**src/rtl/pll_reconfig_seq.sv**
```systemverilog
// PLL reconfiguration sequencer: latches a config word, strobes the PLL, waits out
// a blanking window, then requires a run of locked cycles before declaring success.
module pll_reconfig_seq #(
    parameter int PLL_DATA_WIDTH = 16,
    parameter int BLANK_CYCLES   = 16,
    parameter int SETTLE_CYCLES  = 1024,
    parameter int LOCK_TIMEOUT   = 65535,
    parameter int MAX_RETRIES    = 2
) (
    input  logic                      clock,
    input  logic                      reset,
    input  logic                      req_valid,
    input  logic [PLL_DATA_WIDTH-1:0] req_data,
    output logic                      req_ready,
    output logic [PLL_DATA_WIDTH-1:0] pll_data,
    output logic                      pll_trigger,
    input  logic                      pll_locked,
    output logic                      busy,
    output logic                      done,
    output logic                      error,
    output logic                      stable,
    output logic [1:0]                retry_count
);

    localparam int BW = (BLANK_CYCLES  > 1) ? $clog2(BLANK_CYCLES)  : 1;
    localparam int SW = (SETTLE_CYCLES > 1) ? $clog2(SETTLE_CYCLES) : 1;
    localparam int TW = (LOCK_TIMEOUT  > 1) ? $clog2(LOCK_TIMEOUT)  : 1;

    localparam logic [BW-1:0] BLANK_LAST = BW'(BLANK_CYCLES - 1);
    localparam logic [TW-1:0] TO_LAST    = TW'(LOCK_TIMEOUT - 1);
    // The WAIT_LOCK cycle that sees lock is the first locked cycle, so SETTLE
    // finishes when its counter is about to reach SETTLE_CYCLES-1.
    localparam logic [SW-1:0] SETTLE_STOP = SW'((SETTLE_CYCLES > 1) ? SETTLE_CYCLES - 2 : 0);
    localparam logic [SW-1:0] SETTLE_MAX  = {SW{1'b1}};

    typedef enum logic [2:0] {
        IDLE, TRIGGER, BLANK, WAIT_LOCK, SETTLE, DONE, FAIL
    } state_t;

    state_t state, state_n;

    logic [BW-1:0]             blank_cnt;
    logic [SW-1:0]             settle_cnt;
    logic [TW-1:0]             to_cnt;
    logic [1:0]                retry_q;
    logic [PLL_DATA_WIDTH-1:0] data_q;
    logic                      stable_q;
    logic                      timeout, retry_ok, settle_hit, retrying;

    always_ff @(posedge clock or posedge reset) begin
        if (reset) state <= IDLE;
        else       state <= state_n;
    end

    always_comb begin
        state_n    = state;
        timeout    = (to_cnt == TO_LAST);
        retry_ok   = (32'(retry_q) < MAX_RETRIES);
        settle_hit = pll_locked && (settle_cnt == SETTLE_STOP);
        case (state)
            IDLE:      if (req_valid) state_n = TRIGGER;
            TRIGGER:   state_n = BLANK;
            BLANK:     if (blank_cnt == BLANK_LAST) state_n = WAIT_LOCK;
            WAIT_LOCK: begin
                if (timeout)         state_n = retry_ok ? TRIGGER : FAIL;
                else if (pll_locked) state_n = SETTLE;
            end
            SETTLE: begin
                // completion beats a coincident timeout
                if (settle_hit)       state_n = DONE;
                else if (timeout)     state_n = retry_ok ? TRIGGER : FAIL;
                else if (!pll_locked) state_n = WAIT_LOCK;
            end
            DONE:      state_n = IDLE;
            FAIL:      state_n = IDLE;
            default:   state_n = IDLE;
        endcase
        retrying = (state == WAIT_LOCK || state == SETTLE) && (state_n == TRIGGER);
    end

    always_ff @(posedge clock or posedge reset) begin
        if (reset) begin
            blank_cnt  <= '0;
            settle_cnt <= '0;
            to_cnt     <= '0;
            retry_q    <= '0;
            data_q     <= '0;
            stable_q   <= 1'b0;
        end else begin
            if (state == IDLE && req_valid) begin
                data_q   <= req_data;
                retry_q  <= '0;
                stable_q <= 1'b0;
            end else if (state == IDLE && !pll_locked) begin
                stable_q <= 1'b0;
            end else if (state == DONE) begin
                stable_q <= 1'b1;
            end

            if (state != BLANK)              blank_cnt <= '0;
            else if (blank_cnt != BLANK_LAST) blank_cnt <= blank_cnt + 1'b1;

            if (state == BLANK)
                to_cnt <= '0;
            else if ((state == WAIT_LOCK || state == SETTLE) && to_cnt != TO_LAST)
                to_cnt <= to_cnt + 1'b1;

            if (state == WAIT_LOCK)
                settle_cnt <= '0;
            else if (state == SETTLE && pll_locked && settle_cnt != SETTLE_MAX)
                settle_cnt <= settle_cnt + 1'b1;

            if (retrying && retry_q != 2'b11) retry_q <= retry_q + 1'b1;
        end
    end

    assign req_ready   = (state == IDLE);
    assign busy        = (state != IDLE);
    assign pll_trigger = (state == TRIGGER);
    assign done        = (state == DONE);
    assign error       = (state == FAIL);
    assign pll_data    = data_q;
    assign stable      = stable_q;
    assign retry_count = retry_q;

endmodule
```
**config.mk**
```make
export PLATFORM = sky130hd
export DESIGN_NAME = pll_reconfig_seq
export DESIGN_NICKNAME = d
export VERILOG_FILES = /design/src/rtl/pll_reconfig_seq.sv
export SDC_FILE = /design/constraint.sdc
export NUM_CORES = 1
export LEC_CHECK = 0
export ABC_AREA = 1
export CAP_MARGIN = 20
export CORE_ASPECT_RATIO = 1.1
export CORE_MARGIN = 5
export CORE_UTILIZATION = 38
export CTS_BUF_LIST = sky130_fd_sc_hd__clkbuf_8
export DETAILED_ROUTE_END_ITERATION = 6
export SYNTH_ARGS = -nofsm -noshare
export SYNTH_HDL_FRONTEND = slang
export SYNTH_SLANG_ARGS = --single-unit
```
**constraint.sdc**
```tcl
create_clock -name clock -period 2.3 [get_ports clock]
set_clock_uncertainty 0.05 [all_clocks]
set_input_delay 0.46 -clock clock [delete_from_list [all_inputs] [get_ports clock]]
set_output_delay 0.46 -clock clock [all_outputs]
set_load 0.05 [all_outputs]
```
==> After elaboration in Yosys (flattened, before gate mapping) <==
Index checks and enable logic that the tools add are counted.
{ "word_totals": {"input_bits": 20, "out_inout_bits": 24, "wordCells": 64, "ff_bits": 52} }
{ "classes": {"order_cmp": 1, "n_eq_ne": 15, "reduce_logical": 17, "muxes": 20, "n_addsub": 4} }
{ "op_table": {"columns": ["cell", "count"], "rows": [
  ["2-to-1 mux 16 bit", 2],
  ["2-to-1 mux 3 bit", 8],
  ["2-to-1 mux 10 bit", 2],
  ["adder 16 x 1 -> 16 bit (second input constant)", 1],
  ["equality test 16 bit (second input constant)", 1],
  ["!= test 16 bit (second input constant)", 1],
  ["case mux 3 bit (5 select lines)", 1],
  ["adder 10 x 1 -> 10 bit (second input constant)", 1],
  ["equality test 10 bit (second input constant)", 1],
  ["!= test 10 bit (second input constant)", 1],
  ["equality test 3 bit (second input constant)", 3],
  ["logical AND 1 bit", 8],
  ["2-to-1 mux 4 bit", 2],
  ["nonzero test 2 bit", 4],
  ["equality test 3 x 1 -> 1 bit (second input constant)", 2],
  ["equality test 3 x 2 -> 1 bit (second input constant)", 2],
  ["nonzero test 3 bit", 2],
  ["adder 4 x 1 -> 4 bit (second input constant)", 1],
  ["equality test 4 bit (second input constant)", 1],
  ["2-to-1 mux 2 bit", 2],
  ["!= test 4 bit (second input constant)", 1],
  ["logical NOT 3 bit", 1],
  ["2-to-1 mux 1 bit", 3],
  ["!= test 3 x 2 -> 1 bit (second input constant)", 1],
  ["other kinds (5)", 5]
]} }

==> Depth between registers and ports, before layout <==
{ "logic_depth": {"depth_word": 9, "mapped_depth": 14, "mapped_depth_nobuf": 14} }

==> Least setup slack after synthesis <==
OpenSTA, ideal clock, no wires.
{ "synth_timing": {"path_kind": "register to register", "startpoint": "register state[2]", "endpoint": "register data_q[10], in the netlist pll_data[10]", "period_less_slack_ps": 1997, "t_required_ps": 2125, "setup_time_ps": 125, "t_arrival_ps": 1822, "n_path_buf": 1, "path_stages_with_launch": 7, "path_slack_ps": 303, "cell_sequence": "dfrtp_1 inv_2 nand2_1 inv_2 nand2_1 buf_2 mux2_2"} }
{ "synth_via": {"elab_chain_cells": 2} }
{ "synth_lines": {"columns": ["element", "line_no", "source"], "rows": [
  ["start, declared", "40", "state_t state, state_n;"],
  ["start signal, assigned", "52", "else state <= state_n;"],
  ["logical NOT 3 bit", null, null],
  ["named net req_ready", "14", "output logic req_ready,"],
  ["logical AND 1 bit", "90", "if (state == IDLE && req_valid) begin"],
  ["end signal, assigned", "91", "data_q <= req_data;"],
  ["end, declared", "46", "logic [PLL_DATA_WIDTH-1:0] data_q;"]
]} }
The timed path passes the listed nets, and every way through them passes these cells.
A chain may end at the register's enable or synchronous reset.

==> Worst setup path in the final report <==
{ "layout_timing": {"startpoint": "register retry_q[1], in the netlist retry_count[1]", "endpoint": "output port retry_count[1]"} }
{ "layout_rtl": {"columns": ["element", "line_no", "source"], "rows": [
  ["start, declared", "45", "logic [1:0] retry_q;"],
  ["start signal, assigned", "113", "if (retrying && retry_q != 2'b11) retry_q <= retry_q + 1'b1;"],
  ["end, declared", "22", "output logic [1:0] retry_count"]
]} }
No word-level cell between the ends.

==> results.md <==
- Status: complete, no violations
- WP buf/inv: 1
- DP Wirelength: 4099 um
- # placed instances: 429
- Ant. Diodes: 0
- Ys async rst share: 100.0%
- Max incr delay on CP: 0.84 ns
- Top_reg_cell synth: dfrtp_1
- Worst Reg2Reg Path Length in Cells: 11
- Die height: 97.44 um
- Hold Crit Class: register to register
- CP cell instances: clkdlybuf4s50_1
- Fraction of synthesized area in multiplexers: 6.821%
- # IOs: 44
- Power Dens Cells: 1123 nW/um2
- Synth Area in Compound Gates: 9.758%
- Tcrit/Tclk final: 91.09%
- Hold Crit Start: settle_cnt[7]
- Max Freq: 477.3 MHz
- Pins Over Slew Limit: 0
- Post-synthesis cell area: 2641 um2
- Max Cap Viol: 0
- Minimum clock period: 2.095 ns
- Synth Area in Simple Gates: 22.79%
- Total Die Area: 8720 um2
- Count leader, synth: dfrtp_1
- CP delay by family, top: buffers and inverters
- Clock transition at the registers of the reported paths: 0.09 ns
- Post-Synth XOR/XNOR Area: 1.326%
- Final Setup Violations: 0
- Int Pwr: 1.992 mW
- CP max-delay cell: clkdlybuf4s50_1
- CTS tree: built
- CP max FO: 5
- Layout area overhead: 23.40%
- Fin area: 3259 um2
- WL per Instance: 12.56 um
- Start of the worst register-to-register path: to_cnt[0]
- Adder-cell share of the synthesized area: 2.842%
- Initial antenna violation count: 0
- Req. time, crit path: 1.79 ns
- Sw Pwr: 1.668 mW
- Clock Latency Late Sink: 0.30 ns
- Clock Path Buffers: 2
- Post-synth top area share: 49.27%
- CP Launch Type: register
- Post-CTS Resized: 0
- Drt pass-1 iters: 4
- Flop pwr share: 34.7%
- FF-to-FF End: to_cnt[7]
- Vias in the first global route: 2187
- Syn_area_per_cell: 8.717 um2
- Routed Antenna Nets: 0
- Setup TNS Final: 0 ns
- FP Rows: 31
- Yosys reg bits: 52
- Core area: 6671 um2
- Area contributors post-synth: dfrtp_1 49%, nand2_1 7.0%, mux2_2 6.8%
- Hold Path Depth: 1
- DP Area: 3191 um2
- Layout cells sized above 1: 14.49%
- Final Wtd Congestion: 0.7676
- Netlist cell types: 32
- Global-route wire length before repair: 9839 um
- R2R setup slack: 0.45 ns
- Pwr Total: 3.659 mW
- RSZ-0062 raised after global routing: no
- Hold buffers post-CTS: 0
- H-tree depth: 2
- Initial DRC count: 57
- Root Buffer: clkbuf_8
- Final hold vios: 0
- Combinational share of power: 52.4%
- Clock network power share: 12.9%
- Die span in x: 89.49 um
- Non-Filler Instances: 434
- Hold Path End: settle_cnt[7]
- Crit Path Category: register to output pin
- Total CTS buffers: 5
- Leak: 1.492 nW
- Critical path launch point: retry_count[1]
- Rel. slew slack: 65.48%
- Number of synthesized flops with an enable pin: 0
- Synth Warn #: 0
- Largest net degree at the start of global routing: 53
- Crit end category: output pin
- NumNets Final: 380
- Critical Path AT: 1.59 ns
- Worst-Margin Slew: 0.5161 ns
- Synthesized instance count: 303
- IO buf count: 43
- Synth cell count leaders: 52 x dfrtp_1, 49 x nand2_1, 41 x inv_1
- Place WS: 0.2963 ns
- Sequential area share after synthesis: 49.27%
- Switch share: 45.57%
- Initial Utilization: 39.59%
- DRT Wirelength: 5450 um
- Final worst setup slack: 0.2050 ns
- Postcts setup bufs: 0
- DR vias: 2123
- Worst vdd ir: 0.6983 mV
- GR Util All Layers: 13.95%
- CTS sink cnt: 52
- Yosys top cell by area: dfrtp_1
- Final global-route overflow total: 0
- Main combinational cell family by area after synthesis: simple AND/OR/NAND/NOR gates
- Remaining DRCs: 0
- Vias per inst: 4.892
- Syn Nets: 329
[kinds of logic (layout without fill, tap and decap cells)]
logic type	after synthesis	in the layout
muxes	16	16
xor gates and xnor gates	4	4
DFF	52	52
buffers and inverters	50	99
adders and majority gates	6	6
AOI/OAI and AO/OA	46	46
and+or+nand+nor	129	129
[power groups by stage]
| stage | Sequential (mW) | Combinational (mW) | Clock (mW) |
|---|---|---|---|
| after global placement | 1.28 | 1.94 | 0 |
| after CTS | 1.27 | 1.94 | 0.503 |
| after detailed placement | 1.29 | 1.94 | 0 |
| final | 1.27 | 1.92 | 0.471 |
| after global routing | 1.31 | 2.07 | 0.531 |
| after floorplan | 1.84 | 0.766 | 0 |
[worst register-to-register path, stage by stage (launching register included)]
cell     delay (ns)
dfrtp_1        0.41
inv_1          0.10
ha_1           0.16
nand2_1        0.06
nor2_1         0.10
nand2_1        0.08
nor2_1         0.24
nor2_4         0.09
nor2_2         0.21
nor3_1         0.07
o21ai_1        0.12
nor2_1         0.05
[stage by stage]
step | utilization [%] | hold slack [ns]
floorplan | - | 0.4050
global placement | 47.82 | 0.4324
detailed placement | 47.82 | 0.4431
CTS | 48.86 | 0.4610
global route | 48.86 | 0.4819
finish | 48.86 | 0.4548
[state kept, by name, summed over array words and instances, names as in the netlist]
register,flops
blank_cnt,4
state,3
retry_count,2
to_cnt,16
pll_data,16
settle_cnt,10
stable,1
[layout make-up]
type                    count  area, um2
inverters                  47      176.4
repair buffers             47      460.4
flip-flops and latches     52       1301
fillers                   653       3412
well taps                  82      102.6
clock buffers               5      68.82
multi-input cells         201       1150
[layer usage]
| metal | part of all wire [%] | wire, um | global-route usage (%) | vias up |
|---|---|---|---|---|
| met1 | 46 | 2515 | 17.53 | 1007 |
| met2 | 50 | 2712 | 23.65 | 24 |
| met4 | 0.99 | 54 | 3.436 | 0 |
| met3 | 3.1 | 169 | 3.393 | 6 |
| li1 | - | - | - | 1086 |
| met5 | 0 | 0 | 0 | - |
[how the worst max path moves through the flow]
stage                           to  slack [ns]  cells past startpoint
finish              retry_count[1]        0.20                      1
floorplan             pll_data[10]        0.30                      6
detailed placement   settle_cnt[9]        0.30                      8
CTS                 retry_count[1]        0.20                      1
global placement     settle_cnt[9]        0.34                      8
global route        retry_count[0]        0.16                     11
[cell usage in the layout, fill, tap and decap left out, types with 8 or more instances in the layout]
| master | instances |
|---|---|
| dfrtp_1 | 52 |
| a21oi_1 | 13 |
| o21ai_0 | 17 |
| nor2_1 | 34 |
| inv_1 | 40 |
| clkdlybuf4s50_1 | 38 |
| buf_4 | 8 |
| nor3_1 | 10 |
| mux2_2 | 16 |
| nand2_1 | 49 |
| nand3_1 | 14 |
(Power assumes the default switching activity.)
